File: src/rtl/instr_fetch_queue_if.sv
// Fetch-queue bundle: ROM request/response on one side, instruction delivery
// and redirect on the other.
interface instr_fetch_queue_if;
    logic        oROM_CE;
    logic        oROM_RD;
    logic [7:0]  oROM_ADDR;
    logic [31:0] iROM_DATA;
    logic        oIR_VALID;
    logic [31:0] oIR;
    logic [7:0]  oPC;
    logic        iIR_READY;
    logic        iREDIRECT;
    logic [7:0]  iREDIRECT_PC;
    logic [3:0]  oCOUNT;

    modport master (
        output oROM_CE, oROM_RD, oROM_ADDR, oIR_VALID, oIR, oPC, oCOUNT,
        input  iROM_DATA, iIR_READY, iREDIRECT, iREDIRECT_PC
    );

    modport slave (
        input  oROM_CE, oROM_RD, oROM_ADDR, oIR_VALID, oIR, oPC, oCOUNT,
        output iROM_DATA, iIR_READY, iREDIRECT, iREDIRECT_PC
    );
endinterface

File: src/rtl/instr_fetch_queue.sv
// Instruction prefetch queue: issues ROM reads ahead of the core, buffers
// {pc, ir} pairs in a circular queue and flushes on redirect.
module instr_fetch_queue #(
    parameter int         DEPTH    = 4,
    parameter logic [7:0] RESET_PC = 8'h00
) (
    input  logic                  iCLK,
    input  logic                  iRST,
    instr_fetch_queue_if.master   bus
);

    localparam int          PTR_W = $clog2(DEPTH);
    localparam logic [31:0] NOP   = 32'h00000013;

    logic [7:0]       fetch_pc;
    logic             vld_p1;
    logic [7:0]       pc_p1;
    logic [PTR_W-1:0] rd_ptr;
    logic [PTR_W-1:0] wr_ptr;
    logic [3:0]       count;
    logic [7:0]       pc_mem [DEPTH];
    logic [31:0]      ir_mem [DEPTH];

    logic             issue;
    logic             push;
    logic             pop;
    logic             head_vld;
    logic [4:0]       occupancy;
    logic [7:0]       redirect_pc;

    // Reserving a slot for the in-flight word keeps every response landing in free space.
    assign occupancy   = {1'b0, count} + {4'b0000, vld_p1};
    assign issue       = !iRST && !bus.iREDIRECT && (occupancy < 5'(DEPTH));
    assign head_vld    = !iRST && (count != 4'd0);
    assign pop         = head_vld && bus.iIR_READY && !bus.iREDIRECT;
    assign push        = vld_p1 && !iRST && !bus.iREDIRECT;
    assign redirect_pc = bus.iREDIRECT_PC & 8'hFC;

    assign bus.oROM_RD   = issue;
    assign bus.oROM_CE   = issue;
    assign bus.oROM_ADDR = {2'b00, fetch_pc[7:2]};
    assign bus.oIR_VALID = head_vld;
    assign bus.oIR       = head_vld ? ir_mem[rd_ptr] : NOP;
    assign bus.oPC       = head_vld ? pc_mem[rd_ptr] : 8'h00;
    assign bus.oCOUNT    = iRST ? 4'd0 : count;

    // p0 -> p1: request issued, response expected next cycle
    always_ff @(posedge iCLK) begin
        if (iRST) begin
            fetch_pc <= RESET_PC;
            vld_p1   <= 1'b0;
            rd_ptr   <= '0;
            wr_ptr   <= '0;
            count    <= 4'd0;
        end else if (bus.iREDIRECT) begin
            fetch_pc <= redirect_pc;
            vld_p1   <= 1'b0;
            rd_ptr   <= '0;
            wr_ptr   <= '0;
            count    <= 4'd0;
        end else begin
            vld_p1 <= issue;
            if (issue)
                fetch_pc <= fetch_pc + 8'd4;
            if (push)
                wr_ptr <= wr_ptr + PTR_W'(1);
            if (pop)
                rd_ptr <= rd_ptr + PTR_W'(1);
            count <= count + 4'(push) - 4'(pop);
        end
    end

    // p1 -> queue: capture returning word with its pc tag
    always_ff @(posedge iCLK) begin
        if (issue)
            pc_p1 <= fetch_pc;
        if (push) begin
            pc_mem[wr_ptr] <= pc_p1;
            ir_mem[wr_ptr] <= bus.iROM_DATA;
        end
    end

endmodule
File: src/flat_wrapper.sv
// flat-port wrapper written by rule: the top's interface ports become plain ports
module instr_fetch_queue_flat 
#(
    parameter int         DEPTH    = 4,
    parameter logic [7:0] RESET_PC = 8'h00
)
  (iCLK, iRST, bus_oROM_CE, bus_oROM_RD, bus_oROM_ADDR, bus_oIR_VALID, bus_oIR, bus_oPC, bus_oCOUNT, bus_iROM_DATA, bus_iIR_READY, bus_iREDIRECT, bus_iREDIRECT_PC);
  instr_fetch_queue_if bus_i ();
  input  logic iCLK;
  input  logic iRST;
  output wire logic [$bits(bus_i.oROM_CE)-1:0] bus_oROM_CE;
  output wire logic [$bits(bus_i.oROM_RD)-1:0] bus_oROM_RD;
  output wire logic [$bits(bus_i.oROM_ADDR)-1:0] bus_oROM_ADDR;
  output wire logic [$bits(bus_i.oIR_VALID)-1:0] bus_oIR_VALID;
  output wire logic [$bits(bus_i.oIR)-1:0] bus_oIR;
  output wire logic [$bits(bus_i.oPC)-1:0] bus_oPC;
  output wire logic [$bits(bus_i.oCOUNT)-1:0] bus_oCOUNT;
  input wire logic [$bits(bus_i.iROM_DATA)-1:0] bus_iROM_DATA;
  input wire logic [$bits(bus_i.iIR_READY)-1:0] bus_iIR_READY;
  input wire logic [$bits(bus_i.iREDIRECT)-1:0] bus_iREDIRECT;
  input wire logic [$bits(bus_i.iREDIRECT_PC)-1:0] bus_iREDIRECT_PC;
  assign bus_oROM_CE = bus_i.oROM_CE;
  assign bus_oROM_RD = bus_i.oROM_RD;
  assign bus_oROM_ADDR = bus_i.oROM_ADDR;
  assign bus_oIR_VALID = bus_i.oIR_VALID;
  assign bus_oIR = bus_i.oIR;
  assign bus_oPC = bus_i.oPC;
  assign bus_oCOUNT = bus_i.oCOUNT;
  assign bus_i.iROM_DATA = bus_iROM_DATA;
  assign bus_i.iIR_READY = bus_iIR_READY;
  assign bus_i.iREDIRECT = bus_iREDIRECT;
  assign bus_i.iREDIRECT_PC = bus_iREDIRECT_PC;
  instr_fetch_queue #(.DEPTH(DEPTH), .RESET_PC(RESET_PC)) u_core (.iCLK(iCLK), .iRST(iRST), .bus(bus_i));
endmodule
File: config.mk
export PLATFORM = sky130hd
export DESIGN_NAME = instr_fetch_queue_flat
export DESIGN_NICKNAME = d
export VERILOG_FILES = /design/src/rtl/instr_fetch_queue_if.sv /design/src/rtl/instr_fetch_queue.sv /design/src/flat_wrapper.sv
export SDC_FILE = /design/constraint.sdc
export NUM_CORES = 1
export LEC_CHECK = 0
export ABC_AREA = 1
export CAP_MARGIN = 40
export CORE_AREA = 3 3 174 176
export CTS_BUF_LIST = sky130_fd_sc_hd__clkbuf_4
export DETAILED_ROUTE_END_ITERATION = 16
export DIE_AREA = 0 0 177 179
export SLEW_MARGIN = 5
export SYNTH_ARGS = -nofsm -noshare
export SYNTH_HDL_FRONTEND = slang
export SYNTH_SLANG_ARGS = --single-unit
export TNS_END_PERCENT = 50
File: constraint.sdc
create_clock -name iCLK -period 4.09 [get_ports iCLK]
set_clock_uncertainty 0.1 [all_clocks]
set_input_delay 0.6135 -clock iCLK [delete_from_list [all_inputs] [get_ports iCLK]]
set_output_delay 0.6135 -clock iCLK [all_outputs]
set_load 0.05 [all_outputs]
## Yosys cells after proc, flatten, opt, wreduce, memory -nomap -nowiden

Memory sizes are Yosys's and may differ from the RTL's. A register that Yosys moved wholly into a read port is not among the register bits.
Cells that the tools add are included.

- Bits in latches: 0
- Logic and storage cells: 39
- Output and inout bits: 55
- Bits in registers: 25
- Memory bits (writable): 160
- Memories kept: 2
- Input bits: 44
- ROM bits: 0

Memories:

| memory | depth | width | rd ports | clocked after memory_dff | wr ports | line | source |
|---|---|---|---|---|---|---|---|
| u_core.ir_mem | 4 | 32 | 1 | 1 | 1 | instr_fetch_queue.sv:22 | `logic [31:0] ir_mem [DEPTH];` |
| u_core.pc_mem | 4 | 8 | 1 | 1 | 1 | instr_fetch_queue.sv:21 | `logic [7:0] pc_mem [DEPTH];` |

- Add/sub/neg operators: 6
- Reductions and logical operators: 12
- Div/mod/pow operators: 0
- $mul: 0
- Shift operators: 0
- Bitwise logic cells: 0
- Muxes and demuxes: 11
- Eq/ne operators: 0
- Order comparisons: 1

Operator list:

| operator | number |
|---|---|
| 32-bit two-way mux | 1 |
| 8-bit two-way mux | 3 |
| 8-bit by 3-bit adder with 8-bit output, second input constant | 1 |
| 2-bit two-way mux | 4 |
| 1-bit logical AND | 7 |
| 4-bit by 1-bit adder with 5-bit output | 1 |
| 5-bit by 3-bit < comparator with 1-bit output, second input constant | 1 |
| 2-bit by 1-bit adder with 2-bit output, second input constant | 2 |
| 4-bit by 1-bit adder with 4-bit output | 1 |
| 4-bit two-way mux | 1 |
| 4-bit nonzero test | 1 |
| 4-bit by 1-bit subtractor with 4-bit output | 1 |
| 1-bit logical NOT | 2 |
| 1-bit two-way mux | 2 |
| 2-bit nonzero test | 1 |
| 2-bit OR reduction | 1 |

## Longest topological paths before layout

Gate-level depths: netlist of the first run.

- Depth in word-level cells: 6
- Gate-level depth with buffers: 12
- Gate-level depth less buffers: 12

## Worst setup path before layout of the first run

OpenSTA, ideal clock, no wires.

- Kind: register to output
- Start: register with a tool-made name
- End: output port bus_oIR[0]
- Path buffers: 2
- Stages on the path, launching flop included: 6
- Setup slack: 910 ps
- Arrival: 2,466 ps
- Path through: dfxtp_1 buf_2 inv_2 buf_4 nor2_1 o311ai_0

RTL lines:

| element | line | source |
|---|---|---|
| to (decl) | flat_wrapper.sv:15 | `output wire logic [$bits(bus_i.oIR)-1:0] bus_oIR;` |

==> results.sh, run 1 <==
export IMPL_wl_met1_um=7540
export IMPL_grt_overflow_total=0
export IMPL_hpwl_um=9940
export IMPL_synth_area_um2=7220
export IMPL_num_rows=62
export IMPL_fp_dieArea_um2=31700
export IMPL_fin_nets=764
export IMPL_crit_type="reg2out"
export IMPL_power_density_nw_per_um2=348
export IMPL_final_common_cell="nor2_1"
export IMPL_cp_max_fo=40
export IMPL_hold_path_class="reg2reg"
export IMPL_synth_distinct_cells=33
export IMPL_yosys_top_cells_area="edfxtp_1 66%, nor2_1 9.0%, o21ai_0 5.3%"
export IMPL_drv_slew=0
export IMPL_place_congestion=0.799
export IMPL_clkTransAtPathRegs_ns=0.15
export IMPL_period_share=0.891
export IMPL_avgSynthCellArea_um2=11.8
export IMPL_fmax_ghz=0.274
export IMPL_clock_sinks=175
export IMPL_dr_total_vias=4606
export IMPL_cp_required_ns=3.38
export IMPL_yosys_area_top_type="edfxtp_1"
export IMPL_maxCapViolCount=0
export IMPL_cts_tree="yes"
export IMPL_yosys_warnings=0
export IMPL_status="complete, no violations"
export IMPL_cts_root_buf="clkbuf_4"
export IMPL_clock_latency_ns=0.54
export IMPL_port_buffer_count=92
export IMPL_area_growth_pct=23.7
export IMPL_r2r_slack_ns=1.45
export IMPL_start_kind="flop"
export IMPL_fp_dieW_um=177
export IMPL_multi_input_area_um2=1830
export IMPL_rsz0062_at_grt="false"
export IMPL_fin_ws_ns=0.444
export IMPL_cts_htree_levels=4
export IMPL_hold_buffers=0
export IMPL_slew_headroom=0.417
export IMPL_finish_utilization=0.310
export IMPL_tns_ns=0
export IMPL_post_cts_setup_buffer_count=0
export IMPL_antenna_found_initial=1
export IMPL_ff_latch_area_um2=5090
export IMPL_route_met2_wl_um=8020
export IMPL_max_slew_worst_pin_slew_ns=0.873
export IMPL_io_pins=99
export IMPL_first_pass_iters=4
export IMPL_hold_violations=0
export IMPL_place_area_um2=8650
export IMPL_met3WireLength_um=814
export IMPL_start_util=0.251
export IMPL_dp_slack_ns=0.847
export IMPL_vias_per_cell=4.17
export IMPL_grt_start_max_net_pins=41
export IMPL_drive_gt1_frac=0.136
export IMPL_drt_antenna_violating_nets=0
export IMPL_setup_violations=0
export IMPL_ys_seq_area_frac=0.704
export IMPL_yosys_area_top_type_share=0.657
export IMPL_max_clock_path_buffers=2
export IMPL_drc_errors=0
export IMPL_grt_pass1_wl_um=25700
export IMPL_fin_area_um2=8930
export IMPL_min_period_ns=3.65
export IMPL_grt_use_total=0.108
export IMPL_cts_buffers=17
export IMPL_grt_pass1_vias=4624
export IMPL_ys_seq_elements=175
export IMPL_drt_iter0_drc=254
export IMPL_core_um2=28800
export IMPL_routed_top_layer="met4"
export IMPL_whs_ns=0.397
export IMPL_leakagePower_nw=3.07
export IMPL_die_y_um=179
export IMPL_syn_inst=614
export IMPL_layout_common_cells="169 x nor2_1, 158 x edfxtp_1, 76 x o21ai_0, 55 x clkdlybuf4s50_1, 44 x a21oi_1"
export IMPL_endpoint_kind="primary output"
export IMPL_routed_wl_um=16600
export IMPL_fill_cells=2895
export IMPL_ir_drop_mv=0.153
export IMPL_postCtsResizedCells=0
export IMPL_wl_per_cell_um=15.0
export IMPL_arrival_ns=2.93
[flip-flops by register name, summed over array words and instances, names as in the netlist, named ones only]
register and count:
u_core.wr_ptr 2, u_core.pc_mem 24, u_core.ir_mem 128, u_core.count 4, u_core.fetch_pc 6, u_core.vld_p1 1, u_core.rd_ptr 2, u_core.pc_p1 6
[per-stage QoR]
step / instances / total power, mW
3_5_place_dp: 1072 / 2.18
5_1_grt: 1105 / 3.24
6_report: 1105 / 3.10
3_3_place_gp: 1072 / 2.18
4_1_cts: 1104 / 3.16
2_1_floorplan: 617 / 2.10
[logic make-up after synthesis]
group / Yosys count / synth area share
buffers and inverters: 65 / 0.0473
AOI/OAI and AO/OA: 131 / 0.0971
and+or+nand+nor: 227 / 0.125
adders and majority gates: 13 / 0.0236
xor gates and xnor gates: 2 / 0.00243
DFF: 175 / 0.704
other: 1 / 0.000520
[synth_stat cells]
cell type and number:
o21bai_1 2, o311ai_0 3, inv_2 3, buf_6 3, nor2_2 1, o211ai_1 1, nand2_2 1, ha_1 12
a211oi_1 1, o21ai_1 1, buf_2 10, dfxtp_1 17, nand3_2 1, clkbuf_2 4, nand3_1 13, buf_1 1
xor2_1 2, nor2_4 1, fa_1 1, nand4_1 2, o21ai_0 76, buf_4 10, conb_1 1, a21oi_1 44
nand2_4 1, nand2_1 34, clkbuf_1 5, clkbuf_8 2, a31oi_4 1, edfxtp_1 158, nor2_1 173, a21oi_2 2
inv_1 27
[metal layers]
metal,GRT usage,vias up
li1,-,2310
met1,0.136,2186
met2,0.181,101
met3,0.0294,9
met4,0.0337,0
met5,0,-
[power by group]
group / switching [mW] / internal, mW
Combinational: 0.0999 / 0.0676
Clock: 0.593 / 0.370
Sequential: 0.0112 / 1.96
[worst max-delay path, cell delays in order (launching register included)]
cell and delay (ns):
dfxtp_4 0.51, inv_2 0.58, nor2_1 0.08, o311ai_0 0.35, clkdlybuf4s50_1 0.87
[area by class of cell]
| class | count | share of cell area |
|---|---|---|
| antenna | 1 | 0.000280 |
| clock buffer | 18 | 0.0151 |
| clock inverter | 14 | 0.0158 |
| inverter | 30 | 0.0126 |
| multi-input combinational | 377 | 0.205 |
| sequential | 175 | 0.570 |
| tap | 384 | 0.0538 |
| timing repair buffer | 106 | 0.127 |
[final timing paths]
| path | depth (start not counted) | to | from |
|---|---|---|---|
| max | 4 | bus_oIR[0] | flop |
| min | 2 | flop | u_core.rd_ptr[1] |
| max reg2reg | 12 | u_core.count[2] | u_core.count[2] |
| min reg2reg | 2 | flop | u_core.rd_ptr[1] |
(Power assumes the default switching activity.)
==> run 2: changes to the inputs <==
--- a/config.mk
+++ b/config.mk
@@ -15,4 +15,4 @@
 export SYNTH_ARGS = -nofsm -noshare
 export SYNTH_HDL_FRONTEND = slang
 export SYNTH_SLANG_ARGS = --single-unit
-export TNS_END_PERCENT = 50
+export TNS_END_PERCENT = 1
==> results of run 2 <==
Final layout, timing and power as in run 1 (identical DEF).
